File: src/rtl/seq_pkg.sv
// Shared definitions for the sequence generator and the sequence detectors:
// FSM state encodings, default pattern geometry and a counter-width helper.
package seq_pkg;

    localparam int DEF_PAT_W = 5;
    localparam logic [DEF_PAT_W-1:0] DEF_PAT = 5'b11010;

    typedef enum logic [2:0] {
        ST_IDLE = 3'b000,
        ST_SEND = 3'b001,
        ST_GAP  = 3'b010,
        ST_DONE = 3'b011
    } state_t;

    // Bits needed to hold values 0 .. n-1 (never less than one bit).
    function automatic int cnt_w(input int n);
        return (n < 2) ? 1 : $clog2(n);
    endfunction

endpackage

File: src/rtl/seq_down_ctr.sv
// Loadable down-counter with a zero flag. Load wins over decrement and the
// count saturates at zero. clr gives a synchronous clear distinct from reset.
module seq_down_ctr #(
    parameter int W = 4
) (
    input  logic         clk,
    input  logic         rst,
    input  logic         clr,
    input  logic         load,
    input  logic [W-1:0] load_val,
    input  logic         dec,
    output logic         zero
);

    logic [W-1:0] count_reg;

    // Count register: clear, load, or step down toward zero.
    always_ff @(posedge clk) begin
        if (rst || clr) begin
            count_reg <= '0;
        end else if (load) begin
            count_reg <= load_val;
        end else if (dec && (count_reg != '0)) begin
            count_reg <= count_reg - W'(1);
        end
    end

    assign zero = (count_reg == '0);

endmodule

File: src/rtl/seq_gen_tx.sv
// Serial pattern generator: on start, sends a PAT_W-bit pattern MSB first,
// repeated R = max(repeat_n,1) times with GAP idle cycles between frames,
// followed by a one-cycle done pulse. abort and rst return it to IDLE.
module seq_gen_tx
    import seq_pkg::*;
#(
    parameter int                 PAT_W   = DEF_PAT_W,
    parameter logic [PAT_W-1:0]   PAT_DEF = DEF_PAT,
    parameter int                 GAP     = 2,
    parameter int                 REP_W   = 4
) (
    input  logic             clk,
    input  logic             rst,
    input  logic             start,
    input  logic             abort,
    input  logic             use_def,
    input  logic [PAT_W-1:0] pattern,
    input  logic [REP_W-1:0] repeat_n,
    output logic             outp,
    output logic             valid,
    output logic             busy,
    output logic             done,
    output logic [2:0]       state
);

    localparam int BW = cnt_w(PAT_W);
    localparam int GW = cnt_w(GAP);

    localparam logic [BW-1:0] BIT_LOAD = BW'(PAT_W - 1);
    localparam logic [GW-1:0] GAP_LOAD = GW'((GAP > 0) ? GAP - 1 : 0);

    state_t           state_reg;
    logic [PAT_W-1:0] pat_reg;
    logic [PAT_W-1:0] shift_reg;

    logic [PAT_W-1:0] sel_pat;
    logic [REP_W-1:0] frame_load_val;

    logic bit_load, bit_dec, bit_zero;
    logic gap_load, gap_dec, gap_zero;
    logic frame_load, frame_dec, frame_zero;

    assign sel_pat        = use_def ? PAT_DEF : pattern;
    // Frames remaining after the first one; repeat_n of 0 behaves like 1.
    assign frame_load_val = (repeat_n == '0) ? '0 : repeat_n - REP_W'(1);
    assign state          = state_reg;

    // Counter control, derived from the same conditions the FSM uses.
    always_comb begin
        bit_load   = 1'b0;
        bit_dec    = 1'b0;
        gap_load   = 1'b0;
        gap_dec    = 1'b0;
        frame_load = 1'b0;
        frame_dec  = 1'b0;
        case (state_reg)
            ST_IDLE: begin
                if (start) begin
                    bit_load   = 1'b1;
                    frame_load = 1'b1;
                end
            end
            ST_SEND: begin
                if (!bit_zero) begin
                    bit_dec = 1'b1;
                end else if (!frame_zero) begin
                    frame_dec = 1'b1;
                    if (GAP > 0) begin
                        gap_load = 1'b1;
                    end else begin
                        bit_load = 1'b1;
                    end
                end
            end
            ST_GAP: begin
                if (gap_zero) begin
                    bit_load = 1'b1;
                end else begin
                    gap_dec = 1'b1;
                end
            end
            default: ;
        endcase
    end

    seq_down_ctr #(.W(BW)) u_bit_ctr (
        .clk      (clk),
        .rst      (rst),
        .clr      (abort),
        .load     (bit_load),
        .load_val (BIT_LOAD),
        .dec      (bit_dec),
        .zero     (bit_zero)
    );

    seq_down_ctr #(.W(GW)) u_gap_ctr (
        .clk      (clk),
        .rst      (rst),
        .clr      (abort),
        .load     (gap_load),
        .load_val (GAP_LOAD),
        .dec      (gap_dec),
        .zero     (gap_zero)
    );

    seq_down_ctr #(.W(REP_W)) u_frame_ctr (
        .clk      (clk),
        .rst      (rst),
        .clr      (abort),
        .load     (frame_load),
        .load_val (frame_load_val),
        .dec      (frame_dec),
        .zero     (frame_zero)
    );

    // Main FSM with registered serial outputs; rst beats abort beats start.
    always_ff @(posedge clk) begin
        if (rst) begin
            state_reg <= ST_IDLE;
            pat_reg   <= '0;
            shift_reg <= '0;
            outp      <= 1'b0;
            valid     <= 1'b0;
            busy      <= 1'b0;
            done      <= 1'b0;
        end else if (abort) begin
            state_reg <= ST_IDLE;
            shift_reg <= '0;
            outp      <= 1'b0;
            valid     <= 1'b0;
            busy      <= 1'b0;
            done      <= 1'b0;
        end else begin
            case (state_reg)
                ST_IDLE: begin
                    outp  <= 1'b0;
                    valid <= 1'b0;
                    busy  <= 1'b0;
                    done  <= 1'b0;
                    if (start) begin
                        pat_reg   <= sel_pat;
                        shift_reg <= sel_pat << 1;
                        outp      <= sel_pat[PAT_W-1];
                        valid     <= 1'b1;
                        busy      <= 1'b1;
                        state_reg <= ST_SEND;
                    end
                end
                ST_SEND: begin
                    if (!bit_zero) begin
                        outp      <= shift_reg[PAT_W-1];
                        shift_reg <= shift_reg << 1;
                    end else if (!frame_zero) begin
                        if (GAP > 0) begin
                            outp      <= 1'b0;
                            valid     <= 1'b0;
                            state_reg <= ST_GAP;
                        end else begin
                            outp      <= pat_reg[PAT_W-1];
                            shift_reg <= pat_reg << 1;
                        end
                    end else begin
                        outp      <= 1'b0;
                        valid     <= 1'b0;
                        busy      <= 1'b0;
                        done      <= 1'b1;
                        state_reg <= ST_DONE;
                    end
                end
                ST_GAP: begin
                    if (gap_zero) begin
                        outp      <= pat_reg[PAT_W-1];
                        shift_reg <= pat_reg << 1;
                        valid     <= 1'b1;
                        state_reg <= ST_SEND;
                    end
                end
                ST_DONE: begin
                    done      <= 1'b0;
                    state_reg <= ST_IDLE;
                end
                default: begin
                    outp      <= 1'b0;
                    valid     <= 1'b0;
                    busy      <= 1'b0;
                    done      <= 1'b0;
                    state_reg <= ST_IDLE;
                end
            endcase
        end
    end

endmodule

File: config.mk
export PLATFORM = sky130hd
export DESIGN_NAME = seq_gen_tx
export DESIGN_NICKNAME = d
export VERILOG_FILES = /design/src/rtl/seq_pkg.sv /design/src/rtl/seq_down_ctr.sv /design/src/rtl/seq_gen_tx.sv
export SDC_FILE = /design/constraint.sdc
export NUM_CORES = 1
export LEC_CHECK = 0
export CORE_ASPECT_RATIO = 1.25
export CORE_MARGIN = 2
export CORE_UTILIZATION = 25
export DETAILED_ROUTE_END_ITERATION = 12
export PLACE_DENSITY = 0.43
export SLEW_MARGIN = 20
export SYNTH_ARGS = -nofsm -noshare
export SYNTH_HDL_FRONTEND = slang
export SYNTH_SLANG_ARGS = --single-unit
export TNS_END_PERCENT = 1
File: constraint.sdc
create_clock -name clk -period 2.15 [get_ports clk]
set_input_delay 0.43 -clock clk [delete_from_list [all_inputs] [get_ports clk]]
set_output_delay 0.43 -clock clk [all_outputs]
set_load 0.01 [all_outputs]
==> results of run 1 <==
==> layer usage <==
| metal | track usage, % | wire length, um | share of wire (%) |
|---|---|---|---|
| met4 | 5.82 | 88 | 2.6 |
| met1 | 14.3 | 1360 | 40 |
| met3 | 2.14 | 125 | 3.7 |
| met2 | 22.5 | 1830 | 54 |
| met5 | 0 | 0 | 0 |
==> kinds of logic (layout without fill, tap and decap cells) <==
family                   count (synthesis)  after routing  share of synthesized area (%)
AO/OA/AOI/OAI                           58             58                           28.6
AND/OR/NAND/NOR                         41             41                           17.0
flip-flops                              23             23                           35.6
buffers and inverters                   16             35                           5.31
adder cells (fa/ha/maj)                  8              8                           7.73
multiplexers                             4              4                           3.48
XOR/XNOR                                 3              3                           2.03
other                                    1              1                          0.290
==> worst max-delay path: cells and delay by family, from the launching register on <==
| kind | cells | cell delay (ns) |
|---|---|---|
| compound gates | 3 | 0.78 |
| fa+ha+maj | 1 | 0.34 |
| buf+inv | 1 | 0.09 |
| flops | 1 | 0.43 |
| simple gates | 1 | 0.14 |
==> power groups by stage <==
stage               registers [uW]  logic (uW)  clock network (uW)
detailed placement             476         213                   0
floorplan                      473         135                   0
finish                         466         213                 281
global route                   469         238                 306
CTS                            466         214                 287
global placement               476         212                   0
==> how the worst max path moves through the flow <==
stage | startpoint | end | slack, ns | depth (start not counted)
floorplan | state[1] | shift_reg[2] | 0.46 | 6
global placement | start | pat_reg[3] | 0.24 | 5
detailed placement | rst | u_bit_ctr.count_reg[1] | 0.17 | 3
CTS | state[0] | state[0] | 0.29 | 6
global route | state[0] | state[0] | 0.07 | 6
finish | state[0] | state[0] | 0.30 | 6
==> metrics by stage <==
step	utilization, %	power (uW)	cells	setup WS, ns
finish	31.6	960	235	0.303
global route	31.6	1010	235	0.0724
CTS	31.6	968	235	0.289
detailed placement	30.7	689	231	0.174
global placement	30.7	688	231	0.238
floorplan	-	608	154	0.459
==> layout by cell type (no fill, tap or decap), types with 2 or more instances in the layout <==
master / count
mux2i_1: 3
dfxtp_1: 23
o21ai_1: 4
o41ai_1: 3
inv_2: 2
o31ai_1: 3
o21ai_0: 10
inv_1: 8
o211ai_1: 5
a211oi_1: 3
xnor2_1: 3
a21oi_1: 16
clkbuf_8: 3
nor2b_1: 2
ha_1: 8
clkdlybuf4s50_1: 19
a221oi_1: 4
nor2_1: 10
o21a_1: 3
buf_4: 2
nor3_1: 6
a31oi_1: 4
nand2_1: 10
and3_1: 2
==> layout make-up <==
cell class	count	share of cell area, %
multi-input cells	115	48.1
well taps	62	4.87
flip-flops and latches	23	28.9
inverters	10	2.36
repair buffers	21	12.9
clock buffers	4	2.83
==> results by group, run 1 <==
STA
  – Final Hold Viols: 0
  – Slew HR: 59.8%
  – Final slew viol count: 0
  – Final setup fails: 0
  – Fin Setup TNS: 0 ns
  – Worst Clk Skew: 0.00743 ns
  – Period utilization: 85.9%
  – RSZ-0062 raised after global routing: no
  – Final hold slack: 0.477 ns
  – Minimum clock period: 1.85 ns
  – Least-Margin Pin Slew: 0.603 ns
  – Highest clock rate: 541 MHz

Worst setup path
  – Crit-path max FO: 10
  – Worst R2R Start: state[0]
  – Worst Setup End Kind: register
  – FF-to-FF End: state[0]
  – Slowest CP cell: a2111o_1
  – WP data required: 2.35 ns
  – FF-to-FF path depth: 6
  – CP max stage delay: 0.44 ns
  – Nature of the critical path startpoint: register
  – Critical path type: reg2reg
  – Arrival @ worst endpoint: 2.05 ns
  – Reg2reg setup slack: 0.30 ns
  – Worst-path cell chain: inv_1 > ha_1 > nand2_1 > o21ai_1 > a2111o_1 > a21oi_1

GRT
  – GRT Total Usage: 12.7%
  – Largest net degree at the start of global routing: 13
  – Grt total ovfl: 0
  – Initial antenna violation count: 0
  – Vias in the first global route: 1229
  – First-pass GRT wire length: 5.59 mm

Placement
  – Placed Area: 0.00155 mm2
  – DPL Wire Length: 2.68 mm
  – IO Port Bufs: 19
  – Routability Congestion: 0.812

Final layout
  – Multi-input logic area: 766 um2
  – Fillcell total: 522
  – Largest register FFs: 5
  – Layout cells sized above 1: 6.36%
  – Ant diodes: 0
  – Reg area: 460 um2
  – Area grow syn2layout: 22.9%
  – Final instance area: 0.00159 mm2
  – Nets: 196

Power
  – Leak: 0.000556 uW
  – Clock power frac: 29.3%
  – Logic pwr share: 22.1%
  – Part of the power in registers: 48.6%
  – P_int: 677 uW
  – P_sw: 284 uW
  – Net Sw Frac: 29.5%
  – P per Cell Area: 603 mW/mm2
  – Worst vdd ir: 0.000192 V

Worst hold path
  – Min-delay src: busy
  – Hold path endpoint: busy
  – HP Class: reg2reg
  – Worst hold stages: 2

Clocking
  – Num CTS Buffers: 3
  – H-Tree Depth: 1
  – Clock transition at path regs: 0.09 ns
  – CTS tree: built
  – Clock buffer depth: 2
  – Root Driver: clkbuf_8
  – Worst-skew pair later-pin latency: 0.27 ns
  – TritonCTS Sinks: 23
  – Hold bufs inserted after CTS: 0
  – Post_cts resized: 0
  – Setup Fix Bufs, Post-CTS: 0

Yosys
  – Net Count, Synth: 176
  – Synth Flop Type: dfxtp_1
  – Top cell type's share of synthesized area: 35.6%
  – Top post-synthesis cells by area: dfxtp_1 36%, ha_1 7.7%, a21oi_1 6.2%
  – Most frequent cells after synthesis: 23 x dfxtp_1, 16 x a21oi_1, 10 x nand2_1, 10 x nor2_1, 10 x o21ai_0
  – Mapped Cells: 154
  – Area leader, netlist: dfxtp_1
  – Synth Warn #: 0
  – Post-synth EDFFs: 0
  – Synth async-reset ratio: 0%
  – Most common cell in the netlist: dfxtp_1
  – Avg Cell Area, Syn: 8.41 um2
  – Synth Register Bits: 23
  – Netlist cell types: 40
  – Sequential-to-total area share from yosys stat: 35.6%
  – Syn Std Cell Area: 0.00129 mm2

Route
  – Initial DRC Count: 41
  – Post-DRT Antenna Nets: 0
  – DR pass1 iterations: 4
  – Vias per inst: 5.24
  – Via Count: 1232
  – Wirelength, routed: 3.41 mm
  – WL/cell: 14.5 um
  – DRC viols: 0

Floorplanning
  – # rows: 29
  – Ports: 21
  – Area of the die: 0.00578 mm2
  – Starting Density: 25.7%
  – Core Area: 0.00504 mm2
  – Chip Width: 68.4 um
  – Die Span Y: 84.5 um

Run
  – Max Cap Viol: 0

Run status
  – Outcome: completed
Note: power is estimated with default switching activity, not from simulation.
==> run 2: changes to the inputs <==
--- a/config.mk
+++ b/config.mk
@@ -9,7 +9,8 @@
 export CORE_MARGIN = 2
 export CORE_UTILIZATION = 25
 export DETAILED_ROUTE_END_ITERATION = 12
-export PLACE_DENSITY = 0.43
+export DONT_BUFFER_PORTS = 1
+export PLACE_DENSITY = 0.38
 export SLEW_MARGIN = 20
 export SYNTH_ARGS = -nofsm -noshare
 export SYNTH_HDL_FRONTEND = slang
==> results by group, run 2 (synthesis results as in run 1) <==
STA
  – Final Hold Viols: 0
  – Final setup fails: 0
  – Highest clock rate: 516 MHz
  – Period utilization: 90.1%
  – Minimum clock period: 1.94 ns
  – Final slew viol count: 0
  – Worst Clk Skew: 0.00485 ns
  – Least-Margin Pin Slew: 0.615 ns
  – Slew HR: 59.0%
  – RSZ-0062 raised after global routing: no
  – Fin Setup TNS: 0 ns

Worst setup path
  – Nature of the critical path startpoint: register
  – Worst Setup End Kind: register
  – Critical path type: reg2reg
  – Crit-path max FO: 10
  – WP data required: 2.34 ns
  – Arrival @ worst endpoint: 2.13 ns

Placement
  – Placed Area: 0.00136 mm2
  – Routability Congestion: 0.791
  – IO Port Bufs: 0
  – DPL Wire Length: 2.62 mm

Route
  – Post-DRT Antenna Nets: 0
  – Initial DRC Count: 26
  – WL/cell: 15.5 um
  – DRC viols: 0
  – Wirelength, routed: 3.36 mm
  – Vias per inst: 5.20
  – DR pass1 iterations: 4
  – Via Count: 1129

Run status
  – Outcome: completed

Clocking
  – Post_cts resized: 0
  – Worst-skew pair later-pin latency: 0.26 ns
  – H-Tree Depth: 1
  – Root Driver: clkbuf_8
  – Clock buffer depth: 2
  – Num CTS Buffers: 3
  – Clock transition at path regs: 0.09 ns
  – Hold bufs inserted after CTS: 0
  – CTS tree: built
  – TritonCTS Sinks: 23
  – Setup Fix Bufs, Post-CTS: 0

GRT
  – Initial antenna violation count: 0
  – Grt total ovfl: 0
  – Vias in the first global route: 1175
  – First-pass GRT wire length: 5.58 mm
  – Largest net degree at the start of global routing: 13
  – GRT Total Usage: 12.6%

Final layout
  – Commonest cells after routing, fill and taps aside: 23 x dfxtp_1, 16 x a21oi_1, 10 x nor2_1, 10 x nand2_1, 10 x o21ai_0
  – Largest register FFs: 5
  – Final instance area: 0.00141 mm2
  – Fillcell total: 531
  – Ant diodes: 0
  – Area grow syn2layout: 8.79%
  – Nets: 178
  – Layout cells sized above 1: 7.74%
  – Multi-input logic area: 766 um2
  – Reg area: 460 um2
  – Commonest non-fill, non-tap cell in the layout: dfxtp_1

Power
  – P per Cell Area: 648 mW/mm2
  – Worst vdd ir: 0.000266 V
  – Leak: 0.000488 uW

Floorplanning
  – # rows: 29
  – Starting Density: 25.7%
  – Chip Width: 68.4 um
  – Die Span Y: 84.5 um
  – Ports: 21
  – Area of the die: 0.00578 mm2
  – Core Area: 0.00504 mm2

Worst hold path
  – HP Class: in2reg

Run
  – Max Cap Viol: 0
## run 2: cell types whose count changed in the layout (fill, tap and decap cells not counted), sizes merged
cell / change
clkdlybuf4s50: -19
buf: +1
## run 2: path summary, 6_finish.rpt
path         cells past startpoint        from  slack, ns          to
max reg2reg                      6    state[0]       0.21    state[0]
min reg2reg                      2  pat_reg[2]       0.49  pat_reg[2]
min                              1         rst       0.22  pat_reg[1]
max                              6    state[0]       0.21    state[0]
## run 2: critical path: stages (launching register included)
cell	delay (ns)
dfxtp_1	0.50
inv_1	0.11
ha_1	0.35
nand2_1	0.14
o21ai_1	0.21
a2111o_1	0.44
a21oi_1	0.12
## run 2: where the power goes
group,internal [uW],switching (uW)
Sequential,448,21.2
Combinational,68.8,101
Clock,132,142
Total,649,264
## run 2: cell type report
class	instances	share of cell area (%)
Multi-Input combinational cell	115	54.4
Sequential cell	23	32.7
Tap cell	62	5.51
Clock buffer	4	3.20
Inverter	10	2.66
Timing Repair Buffer	3	1.60
## run 2: layer usage
metal	GRT usage, %	part of all wire [%]
met1	16.7	46
met2	19.9	46
met3	2.95	5.5
met4	4.18	1.7
met5	0	0
## run 2: through the flow
step	std cells	setup slack, ns	power (uW)	util [%]	hold slack, ns
global route	217	0.0294	970	27.9	0.206
global placement	213	0.302	648	27.0	0.472
detailed placement	213	0.202	649	27.0	0.478
CTS	217	0.180	929	27.9	0.211
finish	217	0.212	913	27.9	0.220
floorplan	154	0.459	608	-	0.447
